$ cat config.mk
export PLATFORM = sky130hd
export DESIGN_NAME = frodo_sampler
export DESIGN_NICKNAME = d
export VERILOG_FILES = /design/src/rtl/frodo_sampler_pkg.sv /design/src/rtl/frodo_sampler_cdf.sv /design/src/rtl/frodo_sampler.sv
export SDC_FILE = /design/constraint.sdc
export NUM_CORES = 1
export LEC_CHECK = 0
export BUFFER_PORTS_ARGS = -buffer_cell sky130_fd_sc_hd__buf_2
export CAP_MARGIN = 20
export CORE_MARGIN = 2
export CORE_UTILIZATION = 40
export DETAILED_ROUTE_END_ITERATION = 12
export GPL_TIMING_DRIVEN = 1
export SYNTH_ARGS = -nofsm -noshare
export SYNTH_HDL_FRONTEND = slang
export SYNTH_HIERARCHICAL = 1
export SYNTH_SLANG_ARGS = --single-unit
$ cat constraint.sdc
create_clock -name clk -period 7.35 [get_ports clk]
set_input_delay 1.47 -clock clk [delete_from_list [all_inputs] [get_ports clk]]
set_output_delay 1.47 -clock clk [all_outputs]
set_load 0.01 [all_outputs]
$ cat src/rtl/frodo_sampler_pkg.sv
// Shared definitions for the FrodoKEM error sampler:
// CDF table, sample widths and FSM encoding.
package frodo_sampler_pkg;

  localparam int SMP_W = 4;
  localparam int MAG_W = 3;
  localparam int CDF_N = 6;

  // Index 0 is the smallest threshold.
  localparam logic [CDF_N-1:0][14:0] CDF_TBL = {
    15'd32765, 15'd32725, 15'd32361,
    15'd30338, 15'd23462, 15'd9142
  };

  typedef enum logic [1:0] {
    ST_IDLE,
    ST_RUN,
    ST_FLUSH
  } state_t;

endpackage

$ cat src/rtl/frodo_sampler_cdf.sv
// Combinational word-to-sample map: magnitude is the
// number of CDF entries below r, sign dropped for zero.
module frodoCdfSample
  import frodo_sampler_pkg::*;
(
  input  logic [15:0]      i_word,
  output logic [SMP_W-1:0] o_smp
);

  logic [MAG_W-1:0] w_mag;

  // Strict-compare count against every CDF threshold.
  always_comb begin
    w_mag = '0;
    for (int i = 0; i < CDF_N; i++) begin
      if (CDF_TBL[i] < i_word[15:1]) begin
        w_mag = w_mag + 1'b1;
      end
    end
  end

  assign o_smp = {(w_mag != '0) & i_word[0], w_mag};

endmodule

$ cat src/rtl/frodo_sampler.sv
// Packs CDF samples into S-lane vectors behind a
// one-entry output register with valid/ready handshakes.
module frodo_sampler
  import frodo_sampler_pkg::*;
#(
  parameter int S = 8
) (
  input  logic             clk,
  input  logic             rst,
  input  logic             start,
  input  logic [15:0]      numVec,
  input  logic             in_valid,
  output logic             in_ready,
  input  logic [15:0]      in_data,
  output logic             out_valid,
  input  logic             out_ready,
  output logic [4*S-1:0]   out_data,
  output logic             busy,
  output logic             done
);

  localparam int LW = (S > 1) ? $clog2(S) : 1;
  localparam logic [LW-1:0] LAST = LW'(S - 1);

  state_t           r_state;
  state_t           w_next;
  logic [LW-1:0]    r_lane;
  logic [20:0]      r_left;
  logic [4*S-1:0]   r_pack;
  logic [4*S-1:0]   r_out;
  logic             r_ovalid;

  logic [SMP_W-1:0] w_smp;
  logic [4*S-1:0]   w_vec;
  logic             w_last;
  logic             w_fire;
  logic             w_drain;
  logic             w_start;
  logic             w_done;

  frodoCdfSample u_cdf (
    .i_word (in_data),
    .o_smp  (w_smp)
  );

  assign w_last  = (r_lane == LAST);
  assign w_drain = r_ovalid && out_ready;
  assign w_start = (r_state == ST_IDLE) && start;

  // Only the vector-completing word waits on the output.
  assign in_ready = (r_state == ST_RUN) &&
                    (r_left != '0) &&
                    (!w_last || !r_ovalid || out_ready);
  assign w_fire   = in_valid && in_ready;

  assign out_valid = r_ovalid;
  assign out_data  = r_out;
  assign busy      = (r_state != ST_IDLE);
  assign done      = w_done;

  // Pack register with the incoming sample merged in.
  always_comb begin
    w_vec = r_pack;
    w_vec[4*r_lane +: 4] = w_smp;
  end

  // Next-state and done pulse.
  always_comb begin
    w_next = r_state;
    w_done = 1'b0;
    unique case (r_state)
      ST_IDLE: begin
        if (start) begin
          w_next = (numVec == 16'd0) ? ST_FLUSH : ST_RUN;
        end
      end
      ST_RUN: begin
        if (w_fire && r_left == 21'd1) begin
          w_next = ST_FLUSH;
        end
      end
      ST_FLUSH: begin
        if (!r_ovalid || out_ready) begin
          w_done = 1'b1;
          w_next = ST_IDLE;
        end
      end
      default: w_next = ST_IDLE;
    endcase
  end

  // State register.
  always_ff @(posedge clk or posedge rst) begin
    if (rst) r_state <= ST_IDLE;
    else     r_state <= w_next;
  end

  // Lane and word counters plus the pack register.
  always_ff @(posedge clk or posedge rst) begin
    if (rst) begin
      r_lane <= '0;
      r_left <= '0;
      r_pack <= '0;
    end else if (w_start) begin
      r_lane <= '0;
      r_left <= 21'(numVec) * 21'(S);
    end else if (w_fire) begin
      r_lane <= w_last ? '0 : r_lane + 1'b1;
      r_left <= r_left - 21'd1;
      r_pack <= w_vec;
    end
  end

  // Output register: load wins over drain, so both at once is lossless.
  always_ff @(posedge clk or posedge rst) begin
    if (rst) begin
      r_out    <= '0;
      r_ovalid <= 1'b0;
    end else if (w_fire && w_last) begin
      r_out    <= w_vec;
      r_ovalid <= 1'b1;
    end else if (w_drain) begin
      r_ovalid <= 1'b0;
    end
  end

endmodule
---- Yosys cells after proc, flatten, opt, wreduce, memory -nomap -nowiden ----
Cells that the tools add are included.
storage, ports and cells
  flip-flop bits (word level) ............. 91
  input port bits ......................... 37
  logic and storage cells ................. 73
cells by class
  add/subtract/negate cells ............... 8
  order comparisons ....................... 6
  eq/ne operators ......................... 7
  shift operators ......................... 2
  muxes and demuxes ....................... 21
  bitwise gates (word level) .............. 2
  reductions and logical operators ........ 21
operator list
  kind                                                                            number
  15-bit less-than comparator (first input constant)                              5
  21-bit two-way mux                                                              2
  5-bit negation with 34-bit output                                               1
  4-bit by 34-bit variable shift with 32-bit output (first input constant)        1
  4-bit by 34-bit variable part select with 32-bit output                         1
  32-bit bitwise mux                                                              1
  3-bit two-way mux                                                               8
  21-bit by 1-bit == test with 1-bit output (second input constant)               1
  21-bit nonzero test                                                             1
  21-bit by 1-bit subtractor with 21-bit output (second input constant)           1
  16-bit logical NOT                                                              1
  3-bit by 1-bit adder with 3-bit output (second input constant)                  5
  14-bit by 15-bit less-than comparator with 1-bit output (first input constant)  1
  2-bit two-way mux                                                               4
  1-bit logical AND                                                               7
  2-bit one-hot mux with 3 select lines                                           1
  2-bit nonzero test                                                              3
  1-bit two-way mux                                                               5
  2-bit != test (second input constant)                                           2
  3-bit == test (second input constant)                                           1
  1-bit logical OR                                                                3
  3-bit AND reduction                                                             1
  3-bit nonzero test                                                              1
  1-bit by 1-bit adder with 2-bit output (second input constant)                  1
  8 further kinds                                                                 9

---- Depth between registers and ports, before layout ----
Gate-level depths: netlist of run 1.
  word-level depth ........................ 16
  gate-level depth with buffers ........... 25
  depth with buffers taken out ............ 25

---- By module ----
The synthesis of run 1 kept the hierarchy.
modules (own cells, without submodules)
  module          instances  cells each  area each (um^2)
  frodo_sampler   1          432         4618.2
  frodoCdfSample  1          63          483.0

---- Worst setup path before layout of run 1 ----
No wires, ideal clock.
  kind .................................... input to register
  from .................................... input in_data[2]
  to ...................................... register r_pack[7]
  library setup time ...................... 0.125 ns
  data arrival time ....................... 5.352 ns
  data required time ...................... 7.225 ns
  path slack .............................. 1.874 ns
  stages .................................. 23
  path buffers ............................ 0
  cells stage by stage .................... and2_1 a21o_1 o21ai_0 nor2b_1 o21bai_1 a31oi_1 nor2b_1 ha_1 xor2_4 ha_1 and3b_1 nor2_1 ha_1 nand3_1 o31ai_2 ha_1 nand4_1 and3_1 o21ai_0 xnor2_1 o21a_1 and3_1 mux2_2
on the way
  word-level cells in the longest chain between the ends .. 16
  elaborated cells on any way between the ends .. 21
  those cells by class .................... add/sub (5); order compare (6); shift (1); mux (7); bitwise (1); reduce/logical (1)
RTL lines
  item                                                       line                     RTL
  start, declared                                            frodo_sampler.sv:14      input logic [15:0] in_data,
  14-bit by 15-bit less-than comparator with 1-bit output    frodo_sampler_cdf.sv:16  if (CDF_TBL[i] < i_word[15:1]) begin
  1-bit two-way mux                                          frodo_sampler_cdf.sv:16
  1-bit by 1-bit adder with 2-bit output                     frodo_sampler_cdf.sv:17  w_mag = w_mag + 1'b1;
  3-bit two-way mux                                          frodo_sampler_cdf.sv:16
  3-bit by 1-bit adder with 3-bit output                     frodo_sampler_cdf.sv:17
  3-bit two-way mux                                          frodo_sampler_cdf.sv:16
  3-bit by 1-bit adder with 3-bit output                     frodo_sampler_cdf.sv:17
  3-bit two-way mux                                          frodo_sampler_cdf.sv:16
  (+2 left out)                                              -
  3-bit by 1-bit adder with 3-bit output                     frodo_sampler_cdf.sv:17
  3-bit two-way mux *                                        frodo_sampler_cdf.sv:16
  net w_smp[2]                                               frodo_sampler.sv:33      logic [SMP_W-1:0] w_smp;
  3-bit nonzero test *                                       frodo_sampler_cdf.sv:22  assign o_smp = {(w_mag != '0) & i_word[0], w_mag};
  1-bit bitwise AND *                                        frodo_sampler_cdf.sv:22
  net w_smp[3]                                               frodo_sampler.sv:33
  4-bit by 34-bit variable part select with 32-bit output *  frodo_sampler.sv:64      w_vec[4*r_lane +: 4] = w_smp;
  32-bit bitwise mux *                                       frodo_sampler.sv:64
  end signal, assigned                                       frodo_sampler.sv:110     r_pack <= w_vec;
  end, declared                                              frodo_sampler.sv:29      logic [4*S-1:0] r_pack;
The timed path passes the listed nets; every way through them passes the cells marked *.
A chain may end at the register's enable or synchronous reset.

---- Worst setup path after layout of run 1 ----
  from .................................... input in_data[2]
  to ...................................... register r_out[15] (netlist: out_data[15])
on the way
  word-level cells in the longest chain between the ends .. 16
  elaborated cells on any way between the ends .. 21
  those cells by class .................... add/sub (5); order compare (6); shift (1); mux (7); bitwise (1); reduce/logical (1)
RTL lines
  item                                                       line                     RTL
  14-bit by 15-bit less-than comparator with 1-bit output    frodo_sampler_cdf.sv:16
  1-bit two-way mux                                          frodo_sampler_cdf.sv:16
  1-bit by 1-bit adder with 2-bit output                     frodo_sampler_cdf.sv:17
  3-bit two-way mux                                          frodo_sampler_cdf.sv:16
  3-bit by 1-bit adder with 3-bit output                     frodo_sampler_cdf.sv:17
  3-bit two-way mux                                          frodo_sampler_cdf.sv:16
  3-bit by 1-bit adder with 3-bit output                     frodo_sampler_cdf.sv:17
  3-bit two-way mux                                          frodo_sampler_cdf.sv:16
  (+2 left out)                                              -
  3-bit by 1-bit adder with 3-bit output                     frodo_sampler_cdf.sv:17
  3-bit two-way mux *                                        frodo_sampler_cdf.sv:16
  net w_smp[2]                                               frodo_sampler.sv:33
  3-bit nonzero test *                                       frodo_sampler_cdf.sv:22
  1-bit bitwise AND *                                        frodo_sampler_cdf.sv:22
  net w_smp[3]                                               frodo_sampler.sv:33
  4-bit by 34-bit variable part select with 32-bit output *  frodo_sampler.sv:64
  32-bit bitwise mux *                                       frodo_sampler.sv:64
  end signal, assigned                                       frodo_sampler.sv:120     r_out <= w_vec;
  end, declared                                              frodo_sampler.sv:30      logic [4*S-1:0] r_out;
Marked as above.

==> results of run 1 <==
worst max-delay path, stage by stage:
cell and delay, ns:
buf_2 0.12, and2_1 0.18, a21o_1 0.20, o21ai_0 0.13
nor2b_1 0.14, o21bai_1 0.07, a31oi_1 0.17, nor2b_1 0.06
ha_1 0.39, xor2_4 0.22, ha_1 0.26, and3b_1 0.24
nor2_1 0.06, ha_1 0.29, nand3_1 0.08, o31ai_2 0.08
ha_1 0.20, nand4_1 0.10, and3_1 0.16, o21ai_0 0.10
xnor2_1 0.50, o21a_1 0.37, and2_1 0.22, mux2i_1 0.09
o21ai_0 0.16
metal layers:
metal,GRT usage [%],vias to the layer above,routed length (um)
li1,-,1953,-
met5,0,-,0
met1,24.2,1895,5570
met3,3.71,7,394
met2,27.3,67,5210
met4,5.25,0,107
cell type report:
class	count	area share, %
multi-input cells	376	45.3
clock inverters	7	1.22
flip-flops and latches	91	38.4
repair buffers	76	7.04
clock buffers	9	3.80
well taps	172	3.63
inverters	9	0.590
flip-flops by register name (all words and copies together) (netlist names):
signal and count:
out_data 32, out_valid 1, r_lane 3, r_left 21, r_pack 32, r_state 2
power breakdown:
group	leakage [uW]	total, uW	switching, uW	internal, uW
Combinational	0.00144	582	339	243
Clock	0.000142	459	220	239
Sequential	0.00123	696	108	587
metrics by stage:
stage | std cells | setup WS [ns]
6_report | 740 | 1.55
3_3_place_gp | 722 | 1.35
5_1_grt | 740 | 0.975
3_5_place_dp | 722 | 1.22
2_1_floorplan | 495 | 1.87
4_1_cts | 738 | 1.59
cells in the final DEF (no fill, tap or decap), drive strengths merged, types with 6 or more instances in the layout:
master,count
nor4,13
o31ai,6
nor2,12
ha,13
and2,16
o21ai,43
mux2,33
inv,10
buf,76
a21oi,13
mux2i,37
nor2b,7
dfrtp,91
clkbuf,9
nand3,24
and3,13
nor3,13
nand2,61
a221o,8
nand4,6
path summary, 6_finish.rpt:
path                              start  slack, ns            to  depth (start not counted)
hold reg to reg            out_data[26]       0.47  out_data[26]                          2
max in group asynchronous           rst       5.51     r_pack[7]                          4
setup / recovery             in_data[2]       1.55  out_data[15]                         25
min in group asynchronous           rst       1.03    r_left[15]                          2
hold / removal             out_data[26]       0.47  out_data[26]                          2
setup reg to reg              r_lane[0]       4.49    r_pack[14]                          7
kinds of logic (layout without fill, tap and decap cells):
group           after synthesis  count (layout)
fa+ha+maj                    13              13
simple gates                191             191
xor+xnor                      6               6
compound gates               96              96
buf+inv                      28             101
mux                          70              70
flops                        91              91
==> results_dict.tcl, run 1 <==
set metrics [dict create \
    die_h_um 117 \
    placed_area_mm2 0.00559 \
    drv_cap 0 \
    grt_setup_unrepaired "no" \
    clk_path_buf_depth 2 \
    final-hold-violation-count 0 \
    syn_inst 495 \
    synthMuxAreaShare_pct 14.6 \
    multi_input_area_mm2 0.00269 \
    tightest_slew_ns 0.788 \
    dp_hpwl_mm 8.08 \
    hold_slack_ns 0.471 \
    synth_area_leaders "dfrtp_1 45%, mux2i_1 7.3%, mux2_2 7.1%, nand2_1 4.5%, o21ai_0 4.0%" \
    synth.most_common_cell "dfrtp_1" \
    timing.final.crit_period_ns 5.80 \
    cts_resized 0 \
    fillCellCount 1195 \
    p_total_uw 1740 \
    p_leak_uw 0.00281 \
    vias 3922 \
    fmax_mhz 173 \
    grt_first_pass_wirelength_mm 18.6 \
    synth-simple-area-share_pct 20.9 \
    synth_flop_cell "dfrtp_1" \
    syn-cell-area_mm2 0.00510 \
    synth_top_area_share_pct 44.6 \
    area_growth_pct 16.3 \
    wl_per_cell_um 15.2 \
    synth-edff-count 0 \
    place.port_buffers 72 \
    num_rows 41 \
    wirelength_mm 11.3 \
    setup_viol 0 \
    ys_seq_area_share_pct 44.6 \
    setup_tns_ns 0 \
    cts.sink_count 91 \
    fin_util_pct 47.4 \
    htree_num_levels 3 \
    ys_top_cells_by_count "91 x dfrtp_1, 61 x nand2_1, 41 x o21ai_0, 37 x mux2i_1, 32 x mux2_2" \
    async_flop_share_pct 100 \
    path_clk_slew_ns 0.07 \
    first_global_vias 3794 \
    drt-pass1-iter-count 4 \
    fp.coreArea_mm2 0.0125 \
    fin_skew_ns 0.00744 \
    synth-adder-area-share_pct 3.19 \
    gp_congestion 0.807 \
    crit_required_ns 7.61 \
    drive_above_1_share_pct 26.6 \
    cts_setup_buffers 0 \
    slew_viol_final 0 \
    synth-xor-area-share_pct 1.55 \
    antenna_found_initial 0 \
    cp-start-kind "primary input" \
    synth-compound-area-share_pct 12.4 \
    final_area_mm2 0.00593 \
    die_w_um 117 \
    power.density_mw_per_mm2 293 \
    diodes 0 \
    syn-num-nets 545 \
    initial_utilization_pct 40.8 \
    grt_max_degree 81 \
    synth_cell_types 64 \
    max-slew-margin-rel_pct 47.0 \
    drc 0 \
    ios 73 \
    seqCellArea_mm2 0.00228 \
    outcome "completed" \
    vdd.ir_drop.worst_mv 0.111 \
    dieArea_mm2 0.0137 \
    first_iter_violations 264 \
    overflow 0 \
    clk_latency_ns 0.34 \
    ys_warn_count 6 \
    synth_top_family_by_area "simple AND/OR/NAND/NOR gates" \
    synth-seq-cells 91 \
    cp_max_fo 8 \
    cts_made_buffers 9 \
    worstHoldPathType "flop to flop" \
    viasPerCell 5.30 \
    postRouteAntennaNets 0 \
    holdBufCountCts 0 \
    worst_ep_arrival_time_ns 6.06 \
    fin_crit_sh_pct 78.9 \
    grt_use_total_pct 17.4 \
    synth_area_leader_cell "dfrtp_1" \
    cts_tree "built" \
    criticalPathCategory "primary input to flop" \
    nNetsFinal 613 \
    worstSetupEndpointType "flop" \
    syn_area_per_cell_um2 10.3 \
    clockRootBuffer "clkbuf_16" \
]
No activity file was read; power rests on OpenSTA's default activity.
==> inputs of run 2 (changes only) <==
==> constraint.sdc (replaced) <==
create_clock -name clk -period 5.88 [get_ports clk]
set_input_delay 1.176 -clock clk [delete_from_list [all_inputs] [get_ports clk]]
set_output_delay 1.176 -clock clk [all_outputs]
set_load 0.01 [all_outputs]
==> run 2 against run 1 <==
Net effect:
- die area stayed put
- via count rose by 0.64%
- sequential share of layout area down 0.23 points
- critical endpoint is now out_data[23]
- first-iteration DRC count is the same
- sequential cell count did not move
- wire length decreased by 0.37%
- total power up 29%
- cell count up 0.14%
==> results_dict.tcl, run 2 (synthesized netlist as in run 1, its figures left out) <==
set metrics [dict create \
    outcome "completed" \
    clockRootBuffer "clkbuf_16" \
    cts.sink_count 91 \
    cts_resized 0 \
    slew_viol_final 0 \
    comb_power_share_pct 32.3 \
    dp_hpwl_mm 8.10 \
    holdBufCountCts 0 \
    nNetsFinal 614 \
    criticalPathCategory "primary input to flop" \
    clkPwrFrac_pct 28.8 \
    max-slew-margin-rel_pct 47.0 \
    rr_startpoint "r_lane[0]" \
    initial_utilization_pct 40.8 \
    antenna_found_initial 0 \
    area_growth_pct 17.0 \
    grt_first_pass_wirelength_mm 18.8 \
    final_common_cell "dfrtp_1" \
    crit_required_ns 6.14 \
    vdd.ir_drop.worst_mv 0.149 \
    grt_setup_unrepaired "no" \
    dieArea_mm2 0.0137 \
    num_rows 41 \
    drive_above_1_share_pct 26.7 \
    intPower_uw 1420 \
    drv_cap 0 \
    drc 0 \
    critPathLaunch "in_data[2]" \
    clk_latency_ns 0.35 \
    swShare_pct 36.3 \
    r2r-end "r_pack[11]" \
    fin_util_pct 47.7 \
    fmax_mhz 190 \
    worstSetupEndpointType "flop" \
    wl_per_cell_um 15.2 \
    cts_made_buffers 9 \
    final-hold-violation-count 0 \
    postRouteAntennaNets 0 \
    vias 3947 \
    die_w_um 117 \
    viasPerCell 5.33 \
    grt_use_total_pct 17.4 \
    diodes 0 \
    cp_max_fo 7 \
    fin_crit_sh_pct 89.7 \
    htree_num_levels 3 \
    worst_ep_arrival_time_ns 5.54 \
    tightest_slew_ns 0.787 \
    fp.coreArea_mm2 0.0125 \
    seq_power_share_pct 38.9 \
    place.port_buffers 72 \
    path_clk_slew_ns 0.07 \
    rrSetupSlack_ns 3.10 \
    cp-start-kind "primary input" \
    min_from "out_data[26]" \
    holdPathEnd "out_data[26]" \
    reg2reg_depth 7 \
    grt_max_degree 81 \
    first_iter_violations 264 \
    final_cell_mix "91 x dfrtp_1, 72 x buf_2, 61 x nand2_1" \
    first_global_vias 3844 \
    gp_congestion 0.800 \
    p_leak_uw 0.00284 \
    cts_setup_buffers 0 \
    whs_path_depth 2 \
    power.density_mw_per_mm2 375 \
    setup_viol 0 \
    overflow 0 \
    timing.final.crit_period_ns 5.27 \
    wirelength_mm 11.2 \
    clk_path_buf_depth 2 \
    worstHoldPathType "flop to flop" \
    die_h_um 117 \
    fin_skew_ns 0.00828 \
    drt-pass1-iter-count 4 \
    power_switching_uw 811 \
    ios 73 \
    cts_tree "built" \
    p_total_uw 2240 \
    setup_tns_ns 0 \
]
[run 2: worst max-delay path: stages]
cell,delay [ns]
buf_2,0.12
and2_1,0.18
a21o_1,0.19
o21ai_0,0.15
nor2b_1,0.15
o21bai_1,0.07
a31oi_1,0.17
nor2b_1,0.07
ha_1,0.19
a31oi_1,0.31
inv_1,0.09
ha_1,0.29
and3b_1,0.25
nor2_1,0.05
ha_1,0.29
nand3_1,0.07
o31ai_2,0.08
ha_1,0.20
nand4_1,0.11
and3_1,0.19
o21ai_0,0.19
xnor2_1,0.17
o21a_1,0.30
and3_1,0.26
mux2i_1,0.09
o21ai_0,0.14
[run 2: per-stage QoR]
step                hold WS [ns]  instance area (um2)  setup WS [ns]  instances
CTS                        0.481                 5940          0.617        740
detailed placement         0.466                 5610          0.269        724
floorplan                  0.450                 5100          0.698        495
finish                     0.474                 5970          0.607        741
global placement           0.456                 5610          0.409        724
global route               0.504                 5970         0.0966        741
[run 2: metal layers]
layer | GRT usage [%] | vias up | wire length, um
met5 | 0 | - | 0
met4 | 6.35 | 0 | 176
met3 | 2.78 | 11 | 439
met2 | 27.0 | 73 | 5220
met1 | 24.7 | 1898 | 5410
li1 | - | 1965 | -
[run 2: power groups by stage]
stage	Combinational, uW	Clock (uW)	Sequential (uW)
after floorplan	569	0	842
after global routing	809	679	891
final	722	643	870
after CTS	729	657	868
after detailed placement	727	0	877
after global placement	710	0	874
[run 2: final cells by class]
cell class                 count  area (um2)
fill                        1226        6550
multi-input combinational    376        2690
sequential                    91        2280
timing repair buffer          77         418
clock buffer                  10         239
tap                          172         215
clock inverter                 6        93.8
inverter                       9        35.0
[run 2: worst max-delay path by stage]
stage	to	slack, ns
global route	out_data[23]	0.1
floorplan	r_pack[7]	0.70
finish	out_data[23]	0.61
CTS	out_data[23]	0.62
global placement	r_pack[23]	0.41
detailed placement	out_data[23]	0.27
==> inputs of run 3 (changes only) <==
==> constraint.sdc (replaced) <==
create_clock -name clk -period 6.7 [get_ports clk]
set_input_delay 1.34 -clock clk [delete_from_list [all_inputs] [get_ports clk]]
set_output_delay 1.34 -clock clk [all_outputs]
set_load 0.01 [all_outputs]
==> run 3 against run 2 <==
Net effect:
- wire length increased by 2.0%
- global-route usage increased by 0.29 points
- die area unchanged
- non-clock buffer count unchanged
- setup slack improved by 0.59 ns
- sequential cell count unchanged
- sequential power decreased by 12%
- register-to-register slack improved by 0.73 ns
- clock power decreased by 6.7%
- critical path depth decreased by 1
- combinational power decreased by 12%
- core utilization increased by 0.20 points
- highest routed layer unchanged
==> results_dict.tcl, run 3 (synthesized netlist as in run 1, its figures left out) <==
set metrics [dict create \
    power.density_mw_per_mm2 334 \
    worstSetupEndpointType "flop" \
    area_growth_pct 17.5 \
    grt_setup_unrepaired "no" \
    intPower_uw 1280 \
    drive_above_1_share_pct 26.5 \
    holdPathEnd "out_data[26]" \
    cts_resized 0 \
    drc 0 \
    overflow 0 \
    holdBufCountCts 0 \
    first_global_vias 3790 \
    clk_latency_ns 0.35 \
    clkPwrFrac_pct 30.0 \
    wl_met3_um 536 \
    wl_met1_mm 5.46 \
    fp.coreArea_mm2 0.0125 \
    cts_setup_buffers 0 \
    path_buf_inv 2 \
    rrSetupSlack_ns 3.83 \
    num_rows 41 \
    drt-pass1-iter-count 5 \
    fmax_mhz 182 \
    tightest_slew_ns 0.797 \
    postRouteAntennaNets 0 \
    min_from "out_data[26]" \
    die_h_um 117 \
    worstHoldPathType "flop to flop" \
    nNetsFinal 614 \
    die_w_um 117 \
    timing.final.crit_period_ns 5.50 \
    clk_path_buf_depth 2 \
    final_cell_mix "91 x dfrtp_1, 72 x buf_2, 61 x nand2_1" \
    crit_required_ns 6.94 \
    r2r-end "r_pack[15]" \
    cts_made_buffers 9 \
    cts.sink_count 91 \
    reg2reg_depth 7 \
    setup_tns_ns 0 \
    first_iter_violations 284 \
    grt_max_degree 81 \
    placed_area_mm2 0.00560 \
    gp_congestion 0.814 \
    clockRootBuffer "clkbuf_16" \
    cp_slowest_cell "ha_1" \
    ios 73 \
    criticalPathCategory "primary input to flop" \
    grt_use_total_pct 17.7 \
    comb_power_share_pct 31.9 \
    power_switching_uw 721 \
    worst_ep_arrival_time_ns 5.74 \
    dp_hpwl_mm 8.09 \
    cpMostUsedCell "ha_1" \
    maxUsedRoutingLayer "met4" \
    rr_startpoint "r_lane[0]" \
    wl_met2_mm 5.27 \
    vdd.ir_drop.worst_mv 0.121 \
    outcome "completed" \
    grt_first_pass_wirelength_mm 18.8 \
    whs_path_depth 2 \
    swShare_pct 36.0 \
    htree_num_levels 3 \
    drv_cap 0 \
    diodes 0 \
    vias 3958 \
    final_area_mm2 0.00599 \
    max_stage_delay_ns 0.39 \
    dieArea_mm2 0.0137 \
    final-hold-violation-count 0 \
    fin_skew_ns 0.00626 \
    cp_max_fo 8 \
    max-slew-margin-rel_pct 46.4 \
    place.port_buffers 72 \
    setup_viol 0 \
    cts_tree "built" \
    path_clk_slew_ns 0.07 \
    cp_top_family "simple AND/OR/NAND/NOR gates" \
    wirelength_mm 11.5 \
    viasPerCell 5.34 \
    cp-start-kind "primary input" \
    p_leak_uw 0.00285 \
    slew_viol_final 0 \
    initial_utilization_pct 40.8 \
    final_common_cell "dfrtp_1" \
    seq_power_share_pct 38.1 \
    fin_crit_sh_pct 82.1 \
    wl_per_cell_um 15.5 \
    antenna_found_initial 0 \
]
[run 3: cell count changes in the layout (fill, tap and decap cells not counted), sizes merged]
cell and delta:
inv -1, bufinv +1
[run 3: worst max path at each step]
stage,cells after the start,end,start,slack (ns)
after floorplan,23,r_pack[7],in_data[2],1.35
after global placement,25,r_pack[23],in_data[2],0.95
after detailed placement,25,r_pack[23],in_data[2],0.84
after CTS,25,r_pack[23],in_data[2],1.21
after global routing,26,out_data[31],in_data[2],0.78
final,25,r_pack[23],in_data[2],1.20
[run 3: tightest hold or removal path: stages (launching register included)]
cell and delay (ns):
dfrtp_1 0.34, nand2_1 0.04, o21ai_0 0.05
[run 3: power by group through the flow]
| stage | Clock (uW) | Sequential (uW) | Combinational [uW] |
|---|---|---|---|
| 6_report | 600 | 763 | 638 |
| 3_5_place_dp | 0 | 768 | 631 |
| 2_1_floorplan | 0 | 739 | 499 |
| 3_3_place_gp | 0 | 767 | 618 |
| 4_1_cts | 612 | 760 | 632 |
| 5_1_grt | 635 | 778 | 714 |
[run 3: area by class of cell]
type | instances | area, um2
fillers | 1216 | 6520
multi-input cells | 376 | 2690
flip-flops and latches | 91 | 2280
repair buffers | 77 | 425
clock buffers | 10 | 229
well taps | 172 | 215
clock inverters | 6 | 121
inverters | 9 | 35.0
[run 3: routing by layer]
metal,GRT usage [%],vias to the layer above
met5,0,-
met4,6.27,0
met3,3.71,14
met2,26.9,84
met1,25.1,1911
li1,-,1949
[run 3: through the flow]
| stage | util [%] | hold slack [ns] | setup slack [ns] | cells | total power (uW) |
|---|---|---|---|---|---|
| after floorplan | - | 0.450 | 1.35 | 495 | 1240 |
| after global placement | 44.7 | 0.456 | 0.946 | 723 | 1390 |
| after detailed placement | 44.7 | 0.465 | 0.840 | 723 | 1400 |
| after CTS | 47.5 | 0.480 | 1.21 | 739 | 2000 |
| after global routing | 47.9 | 0.502 | 0.780 | 741 | 2130 |
| final | 47.9 | 0.470 | 1.20 | 741 | 2000 |
